<file path="src/rtl/clock_controller_pkg.sv">
// clock_controller_pkg
//   Shared constants for the clock-enable generator: operating-mode encodings
//   and the default parameter values used by clock_controller and
//   button_debouncer.
//   Ports: none (package).
package clock_controller_pkg;

   // mode input encoding; 2'd3 is not named and behaves as halt
   localparam logic [1:0] MODE_HALT = 2'd0;
   localparam logic [1:0] MODE_RUN  = 2'd1;
   localparam logic [1:0] MODE_STEP = 2'd2;

   // 1 Hz tick at 50 MHz, and a 10 ms button stability window
   localparam int CC_DEFAULT_DIV     = 50000000;
   localparam int CC_DEBOUNCE_CYCLES = 500000;

endpackage

</file>
<file path="src/rtl/button_debouncer.sv">
// button_debouncer
//   Brings the raw step push-button into the clock50MHZ domain and turns each
//   press into a single-cycle pulse.
//   Optional feature macro: CLOCK_CONTROLLER_DEBOUNCE_EN
//     defined   : the synchronised level must hold DEBOUNCE_CYCLES consecutive
//                 samples before the filtered level follows it.
//     undefined : the synchronised level is used directly.
//   Ports:
//     clock50MHZ  in   board clock
//     reset_n     in   asynchronous active-low reset
//     button      in   raw asynchronous button, active-high
//     rise        out  one-cycle pulse on each (filtered) rising edge, combinational
//                      from registered state
module button_debouncer
   import clock_controller_pkg::*;
#(
   parameter int DEBOUNCE_CYCLES = CC_DEBOUNCE_CYCLES
) (
   input  logic clock50MHZ,
   input  logic reset_n,
   input  logic button,
   output logic rise
);

   logic [1:0] sync;
   logic       level;
   logic       level_q;

   always_ff @(posedge clock50MHZ or negedge reset_n) begin
      if (!reset_n) sync <= 2'b00;
      else          sync <= {sync[0], button};
   end

`ifdef CLOCK_CONTROLLER_DEBOUNCE_EN
   localparam int CNT_W = (DEBOUNCE_CYCLES > 1) ? $clog2(DEBOUNCE_CYCLES) : 1;

   logic [CNT_W-1:0] stable_cnt;
   logic             filt;

   // stable_cnt counts consecutive samples that disagree with the filtered
   // level; any agreeing sample restarts the window, so glitches vanish.
   always_ff @(posedge clock50MHZ or negedge reset_n) begin
      if (!reset_n) begin
         filt       <= 1'b0;
         stable_cnt <= '0;
      end else if (sync[1] == filt) begin
         stable_cnt <= '0;
      end else if (stable_cnt == CNT_W'(DEBOUNCE_CYCLES - 1)) begin
         filt       <= sync[1];
         stable_cnt <= '0;
      end else begin
         stable_cnt <= stable_cnt + 1'b1;
      end
   end

   assign level = filt;
`else
   assign level = sync[1];
`endif

   always_ff @(posedge clock50MHZ or negedge reset_n) begin
      if (!reset_n) level_q <= 1'b0;
      else          level_q <= level;
   end

   assign rise = level & ~level_q;

endmodule

</file>
<file path="src/rtl/clock_controller.sv">
// clock_controller
//   CHANNELS independent programmable tick generators in the clock50MHZ
//   domain, with halt and single-step modes. Outputs are one-cycle enables,
//   never clocks.
//   Optional feature macro: CLOCK_CONTROLLER_DEBOUNCE_EN (step button filter,
//   see button_debouncer).
//   Ports:
//     clock50MHZ   in   board clock, the only clock
//     reset_n      in   asynchronous active-low reset
//     mode         in   0 halt, 1 run, 2 step, 3 halt
//     step_button  in   raw button, active-high
//     cfg_wen      in   divisor write strobe
//     cfg_channel  in   channel addressed by the write (out-of-range ignored)
//     cfg_divisor  in   new divisor (0 behaves as 1)
//     tick         out  per-channel one-cycle enable, registered
//     running      out  registered, high while mode is run
//     step_count   out  steps issued, wraps
module clock_controller
   import clock_controller_pkg::*;
#(
   parameter int   CHANNELS        = 2,
   parameter int   DIV_W           = 26,
   parameter int   DEFAULT_DIV     = CC_DEFAULT_DIV,
   parameter int   DEBOUNCE_CYCLES = CC_DEBOUNCE_CYCLES,
   localparam int  CH_W            = (CHANNELS > 1) ? $clog2(CHANNELS) : 1
) (
   input  logic                clock50MHZ,
   input  logic                reset_n,
   input  logic [1:0]          mode,
   input  logic                step_button,
   input  logic                cfg_wen,
   input  logic [CH_W-1:0]     cfg_channel,
   input  logic [DIV_W-1:0]    cfg_divisor,
   output logic [CHANNELS-1:0] tick,
   output logic                running,
   output logic [31:0]         step_count
);

   logic [CHANNELS-1:0][DIV_W-1:0] cnt;
   logic [CHANNELS-1:0][DIV_W-1:0] div;
   logic [CHANNELS-1:0][DIV_W-1:0] last;
   logic [CHANNELS-1:0]            term;
   logic [CHANNELS-1:0]            wr_hit;
   logic                           step_rise;
   logic                           step_fire;

   button_debouncer #(
      .DEBOUNCE_CYCLES (DEBOUNCE_CYCLES)
   ) u_btn (
      .clock50MHZ (clock50MHZ),
      .reset_n    (reset_n),
      .button     (step_button),
      .rise       (step_rise)
   );

   // presses outside step mode are dropped, not queued
   assign step_fire = (mode == MODE_STEP) && step_rise;

   always_comb begin
      last   = '0;
      term   = '0;
      wr_hit = '0;
      for (int i = 0; i < CHANNELS; i++) begin
         // terminal count is eff-1 with eff = max(div,1)
         last[i]   = (div[i] == '0) ? '0 : div[i] - 1'b1;
         term[i]   = (cnt[i] == last[i]);
         // indices >= CHANNELS never match, so those writes fall away
         wr_hit[i] = cfg_wen && (cfg_channel == CH_W'(i));
      end
   end

   always_ff @(posedge clock50MHZ or negedge reset_n) begin
      if (!reset_n) begin
         cnt        <= '0;
         tick       <= '0;
         running    <= 1'b0;
         step_count <= '0;
         for (int i = 0; i < CHANNELS; i++) div[i] <= DIV_W'(DEFAULT_DIV);
      end else begin
         running <= (mode == MODE_RUN);
         if (step_fire) step_count <= step_count + 32'd1;
         for (int i = 0; i < CHANNELS; i++) begin
            case (mode)
               MODE_RUN: begin
                  tick[i] <= term[i];
                  cnt[i]  <= term[i] ? '0 : cnt[i] + 1'b1;
               end
               MODE_STEP: begin
                  tick[i] <= step_fire;
                  cnt[i]  <= '0;
               end
               default: begin
                  // halt (and the unused encoding): count is frozen
                  tick[i] <= 1'b0;
               end
            endcase
            // a write restarts the channel but does not cancel a tick that
            // the old divisor produced on this same edge
            if (wr_hit[i]) begin
               div[i] <= cfg_divisor;
               cnt[i] <= '0;
            end
         end
      end
   end

endmodule

</file>
<file path="config.mk">
export PLATFORM = sky130hd
export DESIGN_NAME = clock_controller
export DESIGN_NICKNAME = d
export VERILOG_FILES = /design/src/rtl/clock_controller_pkg.sv /design/src/rtl/button_debouncer.sv /design/src/rtl/clock_controller.sv
export SDC_FILE = /design/constraint.sdc
export NUM_CORES = 1
export LEC_CHECK = 0
export ABC_AREA = 0
export BUFFER_PORTS_ARGS = -buffer_cell sky130_fd_sc_hd__buf_2
export CORE_UTILIZATION = 35
export CTS_CLUSTER_SIZE = 8
export DETAILED_ROUTE_END_ITERATION = 10
export PLACE_DENSITY_LB_ADDON = 0.12
export SYNTH_ARGS = -nofsm -noshare
export SYNTH_HDL_FRONTEND = slang
export SYNTH_SLANG_ARGS = --single-unit
</file>
<file path="constraint.sdc">
create_clock -name clock50MHZ -period 7.5 [get_ports clock50MHZ]
set_clock_uncertainty 0.2 [all_clocks]
set_input_delay 0.375 -clock clock50MHZ [delete_from_list [all_inputs] [get_ports clock50MHZ]]
set_output_delay 0.375 -clock clock50MHZ [all_outputs]
set_load 0.03 [all_outputs]
</file>
==> results.cfg <==
[drt]
detailroute.via_count = 7442
drc = 0
ant_nets = 0
initial_drt_markers = 706
routed_via_density = 5.57
detail_route.first_pass.iterations = 8
post_drt_wl_per_cell_um = 18.2
totalWireLength_um = 24400

[critical_path]
path_class = flip-flop to flip-flop
timing.critical_path.required_ps = 7570
worst_path_max_delay_cell = sky130_fd_sc_hd__nor3_1
setup.worst_path.end_class = flip-flop
reg2reg_depth = 11
cp_slowest_stage_delay_ps = 790
cp_max_fo = 24
arrival_ps = 4550
critical_path.startpoint_type = flip-flop
crit_path_frequent_cell = sky130_fd_sc_hd__buf_4
crit_chain = nor4_1, buf_4, nand4_2, nor3_1, a2bb2oi_1, a221oi_2, nand4b_1, or4b_1, buf_4, nand2_1, o21ai_0

[sta]
post-route-period-util_pct = 59.8
fin_crit_ps = 4480
report.final.slew_viol_count = 0
timing.max_slew.rel_slack_pct = 23.7
timing_worst_slew_pin_value_ps = 1140
final.setup.tns_ps = 0
grt_setup_unrepaired = no
final_hold_viol_count = 0
maxClockFrequency_mhz = 223
report.final.setup_viol = 0

[synthesis]
synth_area_per_cell_um2 = 9.31
synth_seq_cells = 142
synth_nets = 993
syn-instance-count = 953
synth_area_um2 = 8880
dominant_synthesized_flop_cell = sky130_fd_sc_hd__dfrtp_1
yosys.area.top_type = sky130_fd_sc_hd__dfrtp_1
ys_seq_area_share_pct = 40.4
post_synth_main_area_contributors = sky130_fd_sc_hd__dfrtp_1 (33%), sky130_fd_sc_hd__dfstp_2 (7.1%), sky130_fd_sc_hd__mux2_2 (6.2%)
ys_async_sr_fraction_pct = 100
synth.most_common_cell = sky130_fd_sc_hd__dfrtp_1
synth_largest_type_area_fraction_pct = 33.3
synth_cell_types = 74
yosys_warnings = 0
number_of_synthesized_flops_with_an_enable_pin = 0
ys_top_cells_by_count = sky130_fd_sc_hd__dfrtp_1 (118), sky130_fd_sc_hd__nand2_1 (86), sky130_fd_sc_hd__nand3_1 (69)

[finish]
final_layout_size_suffix_gt1_share_pct = 20.4
finalNonFillerCells = 1337
insertedDiodeCount = 0
final_design_area_no_fill_um2 = 10100
syn_to_final_growth_pct = 13.6
finish.utilization_pct = 41.0
number_of_nets_in_the_final_layout = 1040
n_fill_cell = 2469

[global_route]
initial_antenna_violation_count = 0
gr_usage_total_pct = 19.7
global_route.overflow_total = 0
grt_pass1_vias = 7242
grt_max_degree = 75
grt_pass1_wl_um = 40400

[die]
core_um2 = 24600
design.die.area_um2 = 26000
initial_core_util_pct = 36.1
height_of_the_die_um = 161
io-pin-count = 68
site_rows = 57
fp.dieW_um = 161

[outcome]
status = complete, no violations

[clock_network]
clock-sinks = 142
cts_clock_pin_slew_for_the_worst_setup_and_hold_paths_ps = 70
ctsRootBufferMaster = sky130_fd_sc_hd__clkbuf_16
clk_latency_ps = 430
max-clock-path-buffers = 2
tritoncts_clock_tree = yes
cts_inserted_buffers = 17
h_tree_lvl_count = 4
cts_post_setup_buffers_inserted = 0

[pwr]
power_w = 0.00211
ir_drop_mv = 0.147
p_per_area_nw_per_um2 = 209
static-leakage-power_nw = 4.01

[place]
detailed_place.area_um2 = 9450
place.gp.congestion = 0.861
numPortBuffers = 67
dp_cells = 1298
post-dp-hpwl_um = 17700

[hold_path]
holdCritPathClass = input port to flip-flop
min_delay_path_depth = 2

[flow_run]
max_cap_violations = 0
## final timing paths
| check | startpoint | to | slack (ps) |
|---|---|---|---|
| setup / recovery | div[29] | cnt[29] | 3020 |
| hold / removal | cfg_divisor[22] | div[48] | 10 |
| setup reg to reg | div[29] | cnt[29] | 3020 |
| hold reg to reg | u_btn.sync[0] | u_btn.sync[1] | 150 |
| max in group asynchronous | reset_n | cnt[22] | 5400 |
| min in group asynchronous | reset_n | cnt[33] | 320 |
## report_power, final
group          switching (W)  leakage, nW  internal [W]  total [W]
sequential         0.0000912         1.82      0.000836   0.000927
clock               0.000405        0.273      0.000441   0.000846
combinational       0.000186         1.91      0.000149   0.000335
## repair_timing
item,in CTS,in global routing
endpoints found under the hold margin,72,0
resized for setup,0,0
hold buffers,7,0
## worst max-delay path, delay by kind of cell (launching register included)
family	cells	cell delay [ps]
buffers and inverters	2	470
and+or+nand+nor	6	2500
DFF	1	430
AOI/OAI and AO/OA	3	700
## through the flow
step	hold slack (ps)	worst slack, ps
floorplan	-121	3950
global placement	132	3000
detailed placement	138	2990
CTS	0.364	2990
global route	5.93	2600
finish	12.0	3020
## metal layers
layer	wire, um	track usage [%]
met2	11000	30.4
met1	12100	28.2
met5	0	0
met3	818	2.80
met4	467	6.26
## cell families after synthesis
kind of cell	after synthesis	synth area share, %
AOI/OAI and AO/OA	152	12.2
xor gates and xnor gates	94	9.43
adders and majority gates	7	0.987
buffers and inverters	88	4.37
DFF	142	40.4
muxes	58	7.23
and+or+nand+nor	412	25.4
## sequential cells by signal, indices dropped and copies added (netlist names)
register / cells
div: 52
running: 1
u_btn.level_q: 1
step_count: 32
tick: 2
u_btn.sync: 2
cnt: 52
## cell type report
type,count,area [um^2],share of cell area (%)
Clock buffer,17,425,4.22
Multi-Input combinational cell,723,4920,48.8
Timing Repair Buffer,84,487,4.83
Sequential cell,142,3580,35.5
Tap cell,324,405,4.02
Inverter,32,120,1.19
Clock inverter,15,146,1.45
## cells in the final DEF, fill, tap and decap left out, types with 7 or more instances in the layout
cell type,netlist,routed
sky130_fd_sc_hd__dfstp_2,24,24
sky130_fd_sc_hd__nor3_1,32,31
sky130_fd_sc_hd__or4_1,7,7
sky130_fd_sc_hd__a31oi_1,20,20
sky130_fd_sc_hd__nand3_1,69,69
sky130_fd_sc_hd__nor4b_1,8,8
sky130_fd_sc_hd__o22ai_1,9,9
sky130_fd_sc_hd__nor4_1,18,18
sky130_fd_sc_hd__o21ai_0,31,31
sky130_fd_sc_hd__nand2_1,86,86
sky130_fd_sc_hd__clkbuf_16,0,17
sky130_fd_sc_hd__o311ai_1,18,18
sky130_fd_sc_hd__a21oi_1,14,14
sky130_fd_sc_hd__nor2_1,48,47
sky130_fd_sc_hd__buf_4,1,10
sky130_fd_sc_hd__dlygate4sd3_1,0,7
sky130_fd_sc_hd__mux2_2,49,49
sky130_fd_sc_hd__xor2_1,40,40
sky130_fd_sc_hd__dfrtp_1,118,118
sky130_fd_sc_hd__nand4_1,40,40
sky130_fd_sc_hd__and3_1,35,35
sky130_fd_sc_hd__buf_2,7,66
sky130_fd_sc_hd__ha_1,7,7
sky130_fd_sc_hd__mux2i_1,9,9
sky130_fd_sc_hd__xnor2_1,53,53
sky130_fd_sc_hd__inv_1,32,32
sky130_fd_sc_hd__or3_1,12,12
Note: power is estimated with default switching activity, not from simulation.
